**src/rtl/if_stage.sv**
```systemverilog
// Instruction-fetch stage: owns the PC, drives the instruction ROM and loads
// the IF/ID pipeline register. Handles stall, branch redirect and exception
// flush, with flush taking priority over stall, and stall over branch.
// Optional feature: define IF_DELAY_SLOT_EN for a MIPS-style branch delay
// slot, where the instruction fetched on a branch edge is kept. Without it,
// that instruction is squashed.
module if_stage #(
  parameter int                ADDR_W       = 32,
  parameter int                DATA_W       = 32,
  parameter logic [ADDR_W-1:0] RESET_VECTOR = '0,
  parameter logic [DATA_W-1:0] NOP_INST     = '0
) (
  input  logic              clk,
  input  logic              rst_n,
  input  logic              stall,
  input  logic              flush,
  input  logic [ADDR_W-1:0] flushAddr,
  input  logic              branchEn,
  input  logic [ADDR_W-1:0] branchAddr,
  output logic              romCe,
  output logic [ADDR_W-1:0] romAddr,
  input  logic [DATA_W-1:0] romData,
  output logic [DATA_W-1:0] idInst,
  output logic [ADDR_W-1:0] idPc,
  output logic              idValid
);

  typedef enum logic {
    IDLE = 1'b0,
    RUN  = 1'b1
  } state_e;

  state_e              state_q, state_d;
  logic [ADDR_W-1:0]   pc_q, pc_d;
  logic [DATA_W-1:0]   inst_q, inst_d;
  logic [ADDR_W-1:0]   id_pc_q, id_pc_d;
  logic                valid_q, valid_d;

  // Instruction addresses are word aligned; the low two bits are dropped on
  // every load.
  function automatic logic [ADDR_W-1:0] align(input logic [ADDR_W-1:0] a);
    return {a[ADDR_W-1:2], 2'b00};
  endfunction

  // State register: leaves IDLE on the first edge out of reset, never returns.
  // NOTE: flops use non-blocking assignments so every register samples the
  // pre-edge values of the others; blocking here would create order-dependent
  // simulation and mismatch synthesis.
  always_ff @(posedge clk or negedge rst_n) begin
    if (!rst_n) begin
      state_q <= IDLE;
    end else begin
      state_q <= state_d;
    end
  end

  // Next-state logic: IDLE lasts exactly one edge after reset release.
  always_comb begin
    state_d = state_q;
    if (state_q == IDLE) begin
      state_d = RUN;
    end
  end

  // Output logic: the ROM is enabled whenever the stage is running.
  always_comb begin
    romCe   = (state_q == RUN);
    romAddr = pc_q;
  end

  // PC and IF/ID next-state: flush > stall > branch > sequential fetch.
  // While IDLE nothing moves, so romData (not enabled) is never captured.
  // NOTE: every variable gets its hold value first, so no path through the
  // branches leaves one unassigned and no latch is inferred.
  always_comb begin
    pc_d    = pc_q;
    inst_d  = inst_q;
    id_pc_d = id_pc_q;
    valid_d = valid_q;
    if (state_q == RUN) begin
      if (flush) begin
        pc_d    = align(flushAddr);
        inst_d  = NOP_INST;
        id_pc_d = '0;
        valid_d = 1'b0;
      end else if (stall) begin
        // Hold everything; ID keeps presenting any pending branch.
      end else if (branchEn) begin
        pc_d = align(branchAddr);
`ifdef IF_DELAY_SLOT_EN
        inst_d  = romData;
        id_pc_d = pc_q;
        valid_d = 1'b1;
`else
        inst_d  = NOP_INST;
        id_pc_d = '0;
        valid_d = 1'b0;
`endif
      end else begin
        // Sequential fetch; the add wraps modulo 2^ADDR_W.
        pc_d    = pc_q + ADDR_W'(4);
        inst_d  = romData;
        id_pc_d = pc_q;
        valid_d = 1'b1;
      end
    end
  end

  // PC and IF/ID pipeline registers.
  always_ff @(posedge clk or negedge rst_n) begin
    if (!rst_n) begin
      pc_q    <= align(RESET_VECTOR);
      inst_q  <= NOP_INST;
      id_pc_q <= '0;
      valid_q <= 1'b0;
    end else begin
      pc_q    <= pc_d;
      inst_q  <= inst_d;
      id_pc_q <= id_pc_d;
      valid_q <= valid_d;
    end
  end

  assign idInst  = inst_q;
  assign idPc    = id_pc_q;
  assign idValid = valid_q;

endmodule

```
**config.mk**
```make
export PLATFORM = sky130hd
export DESIGN_NAME = if_stage
export DESIGN_NICKNAME = d
export VERILOG_FILES = /design/src/rtl/if_stage.sv
export SDC_FILE = /design/constraint.sdc
export NUM_CORES = 1
export LEC_CHECK = 0
export CAP_MARGIN = 20
export CORE_ASPECT_RATIO = 1.4
export CORE_MARGIN = 3
export CORE_UTILIZATION = 47
export CTS_BUF_LIST = sky130_fd_sc_hd__clkbuf_8
export CTS_CLUSTER_DIAMETER = 30
export DETAILED_ROUTE_END_ITERATION = 8
export GPL_ROUTABILITY_DRIVEN = 0
export PLACE_DENSITY_LB_ADDON = 0.2
export SETUP_SLACK_MARGIN = 0.5
export SLEW_MARGIN = 5
export SYNTH_ARGS = -nofsm -noshare
export SYNTH_HDL_FRONTEND = slang
export SYNTH_SLANG_ARGS = --single-unit
```
**constraint.sdc**
```tcl
create_clock -name clk -period 3.7 [get_ports clk]
set_input_delay 0.74 -clock clk [delete_from_list [all_inputs] [get_ports clk]]
set_output_delay 0.74 -clock clk [all_outputs]
set_load 0.1 [all_outputs]
```
==> flow_summary.toml <==
[pwr]
p_int_w = 0.00188
p_per_area_nw_per_um2 = 487
p_seq_share_pct = 38.1
clock_power_share_pct = 23.8
power.share.switching_pct = 42.9
power_frac_comb_pct = 38.1
leakage_nw = 2.86
p_switching_w = 0.00141
ir_drop_mv = 0.255

[cts]
clockBufferDepth = 2
cts_max_level = 3
insertion_delay_ns = 0.37
cts.sinks = 95
clkTransAtPathRegs_ns = 0.09
tritoncts = "built"
post-cts-setup-buffer-count = 0
cts_made_buffers = 9
cts_root_buffer = "clkbuf_8"
ctsHoldBuffers = 0
ctsResizeCount = 0

[timing]
fin_crit_ns = 2.86
rsz0062_at_grt = "false"
finalHoldViolCount = 0
worst_pin_slew_ns = 1.05
drv_slew = 0
post-route-period-util_pct = 77.3
slew_headroom_pct = 30.0
fin_setup_tns_ns = 0
setup_viol = 0
max_freq_mhz = 350
clock_skew_ns = 0.0104

[yosys]
synth_xor_area_share_pct = 2.87
synth_fa_ha_area_share_pct = 0.273
syn_inst = 423
avgSynthCellArea_um2 = 10.8
ys.flop_type = "dfrtp_1"
yosys_warnings = 0
seq_area_frac_synth_pct = 52.0
synth.area.mux_share_pct = 1.34
async_flop_share_pct = 100
synth_compound_area_share_pct = 24.6
synth-simple-area-share_pct = 14.7
synthDistinctLibCells = 60
synth_enable_flop_cells = 0
synth_top_family_by_area = "compound AO/OA/AOI/OAI gates"
netlist_area_um2 = 4580
synth-seq-cells = 95

[critical_path]
cp-end-kind = "output port"
critPathKind = "reg2out"
arrival_ns = 2.12
rr_worst_depth = 4
path_depth = 1
crit_chain = "clkdlybuf4s50_1"
required_ns = 2.96
crit_family = "buffers and inverters"
cp_max_fo = 8
slowest_stage = "clkdlybuf4s50_1"
cp-start-kind = "flip-flop"
worst-path-buf-inv = 1
cp_slowest_stage_delay_ns = 1.22

[floorplan]
die_h_um = 123
die_area_um2 = 11000
initial_core_util_pct = 48.4
io-pin-count = 199
rows = 42
coreArea_um2 = 9460
die_width_um = 89.4

[run]
maxCapViolCount = 0

[finish]
area_delta_synth_final_pct = 47.7
utilization_pct = 71.5
n_antenna_cell = 0
layout.nets = 705
drive_gt1_share_pct = 8.06
fillCellCount = 705

[drt]
postRouteAntennaNets = 0
drt_pass1_iterations = 5
drt_iter0_markers = 264
drt-total-wl_um = 14700
via_per_inst = 6.08
vias = 4364
wire_per_inst_um = 20.4
route.detailed.drc = 0

[global_route]
grt_pass1_vias = 4340
grtUsageTotal_pct = 26.6
antenna_found_initial = 0
grt_max_degree = 77
grt_pass1_wl_um = 22300
overflow = 0

[place]
io_buffers = 192
dp.final_hpwl_um = 10500

[outcome]
status = "finished clean"

[hold_path]
hold_depth = 2
hold_class = "reg2reg"
[tightest hold or removal path, cell delays in order (launching register included)]
cell,delay [ns]
dfrtp_1,0.36
nand2_1,0.05
nand2_1,0.05
[sequential cells by signal, summed over array words and instances, names as in the netlist]
signal   count
idInst      32
idPc        31
idValid      1
romAddr     30
romCe        1
[placed cells by master, fill, tap and decap left out, drive strengths merged, types with 9 or more instances in the layout]
cell / Yosys / final
clkdlybuf4s50: 0 / 188
dfrtp: 95 / 95
a22o: 60 / 60
nand2: 39 / 39
o21ai: 24 / 24
a21oi: 22 / 22
nor2: 19 / 19
and3: 14 / 14
nand4: 13 / 13
nand3: 13 / 13
buf: 18 / 12
o22ai: 10 / 10
clkbuf: 14 / 10
xor2: 9 / 9
[per-layer routing]
metal  up-vias  track usage, %  routed length, µm  part of all wire [%]
li1       1952               -                  -                     -
met1      2167            33.7               5640                    38
met2       211            43.9               7470                    51
met3        34            3.83               1010                   6.9
met4         0            12.8                533                   3.6
met5         -               0                  0                     0
[final cells by class]
cell class                 count  area [µm²]  area share (%)
tap                          110         138            2.04
sequential                    95        2380            35.2
inverter                       4        15.0           0.222
clock inverter                 6        91.3            1.35
timing repair buffer         200        1970            29.2
clock buffer                  10         138            2.04
multi-input combinational    293        2030            30.0
[path summary, 6_finish.rpt]
| path | startpoint | end | slack [ns] |
|---|---|---|---|
| worst max-delay path | romAddr[18] | romAddr[18] | 0.84 |
| worst min-delay path | idPc[19] | idPc[19] | 0.49 |
| worst max register to register | romCe | idPc[8] | 1.38 |
| worst min register to register | idPc[19] | idPc[19] | 0.49 |
| max in group asynchronous | rst_n | idPc[30] | 2.43 |
| min in group asynchronous | rst_n | idInst[23] | 0.52 |
[Yosys cell counts (2+ instances only)]
cell / count / area share [%]
a21oi_1: 22 / 2.4
a221oi_1: 5 / 0.96
a222oi_1: 2 / 0.44
a22o_1: 60 / 11
a22oi_1: 4 / 0.66
a2bb2oi_1: 2 / 0.38
a31oi_1: 6 / 0.82
and2_1: 6 / 0.82
and3_1: 11 / 1.5
and3_4: 2 / 0.49
buf_2: 8 / 0.88
buf_4: 7 / 1.1
buf_6: 2 / 0.49
clkbuf_1: 14 / 1.1
conb_1: 2 / 0.16
dfrtp_1: 95 / 52
inv_1: 3 / 0.25
mux2i_1: 5 / 1.1
nand2_1: 38 / 3.1
nand3_1: 10 / 1.1
nand3_4: 2 / 0.77
nand4_1: 11 / 1.5
nor2_1: 15 / 1.2
nor2_2: 3 / 0.41
nor3_2: 2 / 0.44
o21a_1: 2 / 0.33
o21ai_0: 8 / 0.88
o21ai_1: 16 / 1.8
o221ai_1: 2 / 0.38
o22a_1: 5 / 0.96
o22ai_1: 10 / 1.4
or3_1: 2 / 0.27
xnor2_1: 6 / 1.1
xor2_1: 9 / 1.7
[power by group through the flow]
stage                     clock network, W  logic, W  registers, W
after floorplan                          0  0.000236       0.00190
after global placement                   0   0.00124       0.00126
after detailed placement                 0   0.00125       0.00127
after CTS                         0.000795   0.00126       0.00125
after global routing              0.000831   0.00130       0.00127
final                             0.000785   0.00126       0.00125
[metrics by stage]
stage                     instances  instance area [µm²]  hold slack [ns]  setup slack, ns  power, W
after floorplan                 424                 4580            0.444             1.31   0.00213
after global placement          702                 6530            0.451            0.796   0.00250
after detailed placement        702                 6530            0.469            0.744   0.00252
after CTS                       718                 6760            0.491            0.821   0.00330
after global routing            718                 6760            0.517            0.791   0.00340
final                           718                 6760            0.488            0.841   0.00329
[cell families after synthesis]
group           count (synthesis)
other cells                     2
xor+xnor                       15
fa+ha+maj                       1
flops                          95
compound gates                152
mux                             6
simple gates                  116
buf+inv                        36
Power figures use the tool's default switching activity.
